File: config.mk
export PLATFORM = sky130hd
export DESIGN_NAME = mem_burst_ctrl
export DESIGN_NICKNAME = d
export VERILOG_FILES = /design/src/rtl/mem_ctrl_pkg.sv /design/src/rtl/rd_skid_fifo.sv /design/src/rtl/mem_burst_ctrl.sv
export SDC_FILE = /design/constraint.sdc
export NUM_CORES = 1
export LEC_CHECK = 0
export CAP_MARGIN = 10
export CORE_MARGIN = 10
export CORE_UTILIZATION = 43
export DETAILED_ROUTE_END_ITERATION = 16
export PLACE_DENSITY = 0.76
export SETUP_SLACK_MARGIN = 0.5
export SKIP_LAST_GASP = 1
export SLEW_MARGIN = 30
export SYNTH_ARGS = -nofsm -noshare
export SYNTH_HDL_FRONTEND = slang
export SYNTH_SLANG_ARGS = --single-unit
File: constraint.sdc
create_clock -name Clk -period 1.68 [get_ports Clk]
set_input_delay 0.252 -clock Clk [delete_from_list [all_inputs] [get_ports Clk]]
set_output_delay 0.252 -clock Clk [all_outputs]
set_load 0.005 [all_outputs]
File: src/rtl/mem_ctrl_pkg.sv
// Shared types and constants for the calculator-memory burst controller.
package mem_ctrl_pkg;

   typedef enum logic [1:0] {
      IDLE  = 2'd0,
      WR    = 2'd1,
      RD    = 2'd2,
      FLUSH = 2'd3
   } state_e;

   localparam logic RW_WRITE     = 1'b1;
   localparam logic RW_READ      = 1'b0;
   localparam int   RD_BUF_DEPTH = 2;

endpackage

File: src/rtl/rd_skid_fifo.sv
// rd_skid_fifo: 2-entry read-return buffer absorbing the memory's one-cycle read latency.
module rd_skid_fifo
   import mem_ctrl_pkg::*;
#(
   parameter int DATA_W = 32
) (
   input  logic              clk_i,
   input  logic              reset_i,
   input  logic              push_i,
   input  logic [DATA_W-1:0] push_data_i,
   input  logic              pop_i,
   output logic [DATA_W-1:0] pop_data_o,
   output logic [1:0]        occ_o
);

   // Single-bit pointers: depth is fixed at two entries.
   logic [DATA_W-1:0] mem_q [RD_BUF_DEPTH];
   logic              wptr_q, rptr_q;
   logic [1:0]        occ_q, occ_d;

   assign occ_d = occ_q + {1'b0, push_i} - {1'b0, pop_i};

   always_ff @(posedge clk_i) begin
      if (reset_i) begin
         for (int i = 0; i < RD_BUF_DEPTH; i++) mem_q[i] <= '0;
         wptr_q <= 1'b0;
         rptr_q <= 1'b0;
         occ_q  <= '0;
      end else begin
         if (push_i) begin
            mem_q[wptr_q] <= push_data_i;
            wptr_q        <= ~wptr_q;
         end
         if (pop_i) rptr_q <= ~rptr_q;
         occ_q <= occ_d;
      end
   end

   assign pop_data_o = mem_q[rptr_q];
   assign occ_o      = occ_q;

endmodule

File: src/rtl/mem_burst_ctrl.sv
// mem_burst_ctrl: burst front-end for the single-port calculator memory.
// Build option BOUNDARY_CHECK_EN rejects bursts that would run past the top address.
module mem_burst_ctrl
   import mem_ctrl_pkg::*;
#(
   parameter int ADDR_W = 8,
   parameter int DATA_W = 32,
   parameter int LEN_W  = 8
) (
   input  logic              Clk,
   input  logic              Reset,
   input  logic              Cmd_Valid,
   output logic              Cmd_Ready,
   input  logic              Cmd_RW,
   input  logic [ADDR_W-1:0] Cmd_Addr,
   input  logic [LEN_W-1:0]  Cmd_Len,
   input  logic [DATA_W-1:0] Wr_Data,
   input  logic              Wr_Valid,
   output logic              Wr_Ready,
   output logic [DATA_W-1:0] Rd_Data,
   output logic              Rd_Valid,
   input  logic              Rd_Ready,
   output logic [DATA_W-1:0] Mem_Din,
   output logic [ADDR_W-1:0] Mem_Addr,
   output logic              Mem_R_W,
   output logic              Mem_Valid,
   input  logic [DATA_W-1:0] Mem_Dout,
   output logic              Busy,
   output logic              Done,
   output logic              Err
);

   localparam logic [ADDR_W-1:0] ADDR_ONE = 1;
   localparam logic [LEN_W:0]    BEAT_ONE = 1;

   state_e            state_q, state_d;
   logic [ADDR_W-1:0] cur_q, cur_d, maddr_q;
   logic [LEN_W:0]    beats_q, beats_d;
   logic [DATA_W-1:0] mdin_q, fifo_data;
   logic [1:0]        occ;
   logic              inflight_q, done_q, done_d, mrw_q;
   logic              cmd_rdy, wr_rdy, rd_vld, pop, room, wr_beat, issue, mem_vld;

   assign cmd_rdy = (state_q == IDLE) && !Reset;
   assign wr_rdy  = (state_q == WR) && !Reset;
   assign rd_vld  = (occ != 2'd0) && !Reset;
   assign pop     = rd_vld && Rd_Ready;
   // A pop frees a slot in the same cycle, which keeps reads at one per cycle.
   assign room    = (({1'b0, occ} + {2'b00, inflight_q}) < 3'(RD_BUF_DEPTH)) || pop;

`ifdef BOUNDARY_CHECK_EN
   logic [ADDR_W+LEN_W:0] bnd_sum;
   logic                  bnd_ovf, err_q, err_d;
   assign bnd_sum = {{(LEN_W+1){1'b0}}, Cmd_Addr} + {{(ADDR_W+1){1'b0}}, Cmd_Len};
   assign bnd_ovf = |bnd_sum[ADDR_W+LEN_W:ADDR_W];
`endif

   always_comb begin
      state_d = state_q;
      cur_d   = cur_q;
      beats_d = beats_q;
      done_d  = 1'b0;
      wr_beat = 1'b0;
      issue   = 1'b0;
`ifdef BOUNDARY_CHECK_EN
      err_d   = 1'b0;
`endif
      case (state_q)
         IDLE: begin
            if (Cmd_Valid && cmd_rdy) begin
               cur_d   = Cmd_Addr;
               beats_d = {1'b0, Cmd_Len} + BEAT_ONE;
`ifdef BOUNDARY_CHECK_EN
               if (bnd_ovf) err_d = 1'b1;
               else         state_d = (Cmd_RW == RW_WRITE) ? WR : RD;
`else
               state_d = (Cmd_RW == RW_WRITE) ? WR : RD;
`endif
            end
         end
         WR: begin
            if (Wr_Valid && wr_rdy) begin
               wr_beat = 1'b1;
               cur_d   = cur_q + ADDR_ONE;
               beats_d = beats_q - BEAT_ONE;
               if (beats_q == BEAT_ONE) begin
                  state_d = IDLE;
                  done_d  = 1'b1;
               end
            end
         end
         RD: begin
            if (room && !Reset) begin
               issue   = 1'b1;
               cur_d   = cur_q + ADDR_ONE;
               beats_d = beats_q - BEAT_ONE;
               if (beats_q == BEAT_ONE) state_d = FLUSH;
            end
         end
         FLUSH: begin
            if (!inflight_q && (occ == 2'd0)) begin
               state_d = IDLE;
               done_d  = 1'b1;
            end
         end
         default: state_d = IDLE;
      endcase
   end

   always_ff @(posedge Clk) begin
      if (Reset) begin
         state_q    <= IDLE;
         cur_q      <= '0;
         beats_q    <= '0;
         inflight_q <= 1'b0;
         done_q     <= 1'b0;
         maddr_q    <= '0;
         mrw_q      <= RW_READ;
         mdin_q     <= '0;
      end else begin
         state_q    <= state_d;
         cur_q      <= cur_d;
         beats_q    <= beats_d;
         inflight_q <= issue;
         done_q     <= done_d;
         if (mem_vld) begin
            maddr_q <= cur_q;
            mrw_q   <= wr_beat ? RW_WRITE : RW_READ;
         end
         if (wr_beat) mdin_q <= Wr_Data;
      end
   end

`ifdef BOUNDARY_CHECK_EN
   always_ff @(posedge Clk) begin
      if (Reset) err_q <= 1'b0;
      else       err_q <= err_d;
   end
   assign Err = err_q;
`else
   assign Err = 1'b0;
`endif

   // Memory data returns the cycle after an issue, so inflight_q doubles as the push strobe.
   rd_skid_fifo #(.DATA_W(DATA_W)) u_rd_fifo (
      .clk_i       (Clk),
      .reset_i     (Reset),
      .push_i      (inflight_q),
      .push_data_i (Mem_Dout),
      .pop_i       (pop),
      .pop_data_o  (fifo_data),
      .occ_o       (occ)
   );

   assign mem_vld   = wr_beat || issue;
   assign Mem_Valid = mem_vld;
   assign Mem_R_W   = Reset ? RW_READ : (mem_vld ? (wr_beat ? RW_WRITE : RW_READ) : mrw_q);
   assign Mem_Addr  = Reset ? '0 : (mem_vld ? cur_q : maddr_q);
   assign Mem_Din   = Reset ? '0 : (wr_beat ? Wr_Data : mdin_q);
   assign Cmd_Ready = cmd_rdy;
   assign Wr_Ready  = wr_rdy;
   assign Rd_Valid  = rd_vld;
   assign Rd_Data   = fifo_data;
   assign Busy      = (state_q != IDLE);
   assign Done      = done_q;

endmodule

==> results.md <==
- Status: finished with violations
- Failing checks: negative setup slack
- Top post-synthesis cells by count: nand2_1, and2_1, dfxtp_1
- DR pass1 iterations: 5
- DR vias/cell: 5.58
- Core Area: 13200 um2
- Clock transition at path regs: 0.06 ns
- Post-synth cell types: 54
- Final WS setup: -0.655 ns
- Total Routing Usage GR: 20.7%
- Chip Width: 136 um
- Share of layout cells above drive strength 1: 54.4%
- Iter 0 DRT Violations: 517
- Placed Area: 8210 um2
- Max-cap violations: 0
- Post-synth ARST share: 0%
- Worst Skew: 0.0157 ns
- Maximum vdd drop: 0.896 mV
- Synth Net Count: 657
- Cell Pwr Density: 1240 nW/um2
- Post-synthesis cell count: 560
- Warnings from Yosys: 0
- Fin. max-slew vios: 0
- CP Class: reg -> out
- Top post-synthesis cells by area: edfxtp_1, dfxtp_1, and2_1
- EDFF count, synth: 64
- Num Clock Sinks: 131
- Clock buffer depth: 2
- Worst hold stages: 3
- Post-synth top area cell: edfxtp_1
- Count leader, synth: nand2_1
- CTS tree: yes
- Tcrit/Tclk final: 139%
- Post-DP HPWL: 11.3 mm
- Row count: 42
- RSZ-0062 raised after global routing: true
- Global route overflow: 0
- Root Buffer: clkbuf_16
- Ant. Diodes: 0
- CP Cell Sequence: inv_4 > ha_4 > nor2b_4 > nand2_4 > and2_4 > buf_8 > clkinv_8 > nand2_2 > a21oi_2 > buf_2
- Final Critical Period: 2.33 ns
- R2R Path End: mdin_q[10]$_DFF_P_
- Routed len/inst: 23.7 um
- Design area: 11500 um2
- First-pass GRT wire length: 30.3 mm
- Largest net degree at the start of global routing: 37
- HP Start: Reset
- CP max stage delay: 0.35 ns
- H-tree level count: 4
- Final Hold Viols: 0
- R2R depth: 15
- Part of the Yosys area used for sequential elements: 56.2%
- Synth Flop Type: dfxtp_1
- Vias in the first global route: 5809
- Worst R2R Start: state_q[1]$_SDFFE_PP0P_
- Required time of the critical path: 1.43 ns
- Critical-path top delay cell: dfxtp_4
- Skew-Pair Late Insertion Delay: 0.42 ns
- GPL Wtd Cong: 0.850
- Nets: 999
- Syn Area/Cell: 10.4 um2
- Worst hold slack: 0.383 ns
- Ports: 166
- Routed vias: 6084
- Endpoints failing setup: 106
- Die area: 18500 um2
- Startpoint types: flip-flop
- Port Buffers: 164
- Fmax: 428 MHz
- Hold worst-path end: u_rd_fifo.rptr_q$_SDFFE_PP0N_
- Arrival time at the worst endpoint: 2.08 ns
- CP endpoint kind: output port
- Die height: 136 um
- Min-Delay Path Class: in -> reg
- CP max FO: 5
- Internal reg-to-reg setup slack: -0.58 ns
- DRT antenna net count: 0
- Cts hold-fix bufs: 0
- Initial antenna violation count: 0
- Leak: 4.97 nW
- Final WL: 25.9 mm
- Drt drc: 0
- Area share of the largest cell type after synthesis: 33.1%
- Yosys reg bits: 131
- Synthesized area: 5800 um2
- Initial core utilization: 43.8%
- CTS Buf Count: 17
- Synth-to-Final Area Change: 97.6%
## critical path, delay by kind of cell, from the launching register on
kind,cells,cell delay [ns]
adders and majority gates,1,0.13
buffers and inverters,4,0.41
DFF,1,0.35
AOI/OAI and AO/OA,1,0.19
and+or+nand+nor,4,0.58
## kinds of logic after synthesis
kind of cell             count (synthesis)  share of synthesized area, %
adder cells (fa/ha/maj)                 11                          2.37
flip-flops                             131                          56.2
XOR/XNOR                                11                          1.66
buffers and inverters                   50                          3.41
AND/OR/NAND/NOR                        252                          21.5
other                                    1                        0.0646
AO/OA/AOI/OAI                           69                          8.04
multiplexers                            35                          6.73
## cell type report
| cell class | count | area (um2) |
|---|---|---|
| repair buffers | 354 | 3960 |
| flip-flops and latches | 131 | 3280 |
| multi-input cells | 380 | 3280 |
| fillers | 560 | 1770 |
| clock buffers | 25 | 520 |
| well taps | 176 | 220 |
| inverters | 17 | 97.6 |
| clock inverters | 7 | 95.1 |
| repair inverters | 1 | 11.3 |
## state kept, by name, indices dropped and copies added (netlist names), 2 cells and up, named ones only
register,count
beats_q,9
u_rd_fifo.mem_q,64
cur_q,8
state_q,2
mdin_q,32
u_rd_fifo.occ_o,2
maddr_q,8
## how the worst max path moves through the flow
stage | start | to | slack, ns | cells after the start
after CTS | state_q[1]$_SDFFE_PP0P_ | Mem_R_W | -0.52 | 9
after floorplan | state_q[1]$_SDFFE_PP0P_ | Mem_Addr[3] | 0.05 | 9
after global placement | Rd_Ready | Mem_Addr[0] | -0.50 | 6
final | state_q[1]$_SDFFE_PP0P_ | Mem_Addr[5] | -0.65 | 10
after detailed placement | Rd_Ready | Mem_Addr[6] | -0.55 | 6
after global routing | state_q[1]$_SDFFE_PP0P_ | Mem_Addr[5] | -0.74 | 10
## placed cells by master (no fill, tap or decap), drive strengths merged, types with 7 or more instances in the layout
master / n
mux2: 32
clkbuf: 31
ha: 11
dfxtp: 67
edfxtp: 64
a21oi: 21
and2: 68
nor2: 18
nand3: 40
buf: 263
inv: 16
xnor2: 9
nor3: 7
nand2: 97
clkdlybuf4s50: 84
o21ai: 14
## power by group
group	internal, mW	switching (mW)
Clock	2.45	1.44
Sequential	3.84	0.448
Combinational	3.29	2.72
Total	9.59	4.61
## per-stage QoR
stage / util (%) / std cells / worst slack (ns) / total power, mW / setup TNS, ns
global route: 86.6 / 1091 / -0.743 / 14.6 / -40.59
CTS: 75.9 / 1040 / -0.518 / 12.7 / -26.67
detailed placement: 62.0 / 916 / -0.548 / 7.90 / -22.58
finish: 86.6 / 1091 / -0.655 / 14.2 / -35.70
floorplan: - / 560 / 0.0529 / 6.27 / 0
global placement: 62.0 / 916 / -0.498 / 7.77 / -19.84
## repair_timing
item | 4_1_cts | 5_1_grt
gates resized for setup | 473 | 225
setup buffers | 79 | 46
setup endpoints to repair | 240 | 240
cloned | 13 | 5
pin swaps | 34 | 58
hold endpoints to repair | 0 | 0
## layer usage
layer	wire length [um]	up-vias	global-route usage (%)	share of wire [%]
met1	8970	2972	23.1	35
li1	-	2637	-	-
met3	1860	97	6.35	7.2
met5	0	-	0	0
met4	1050	0	6.69	4.0
met2	14000	378	36.8	54
(Power assumes the default switching activity.)
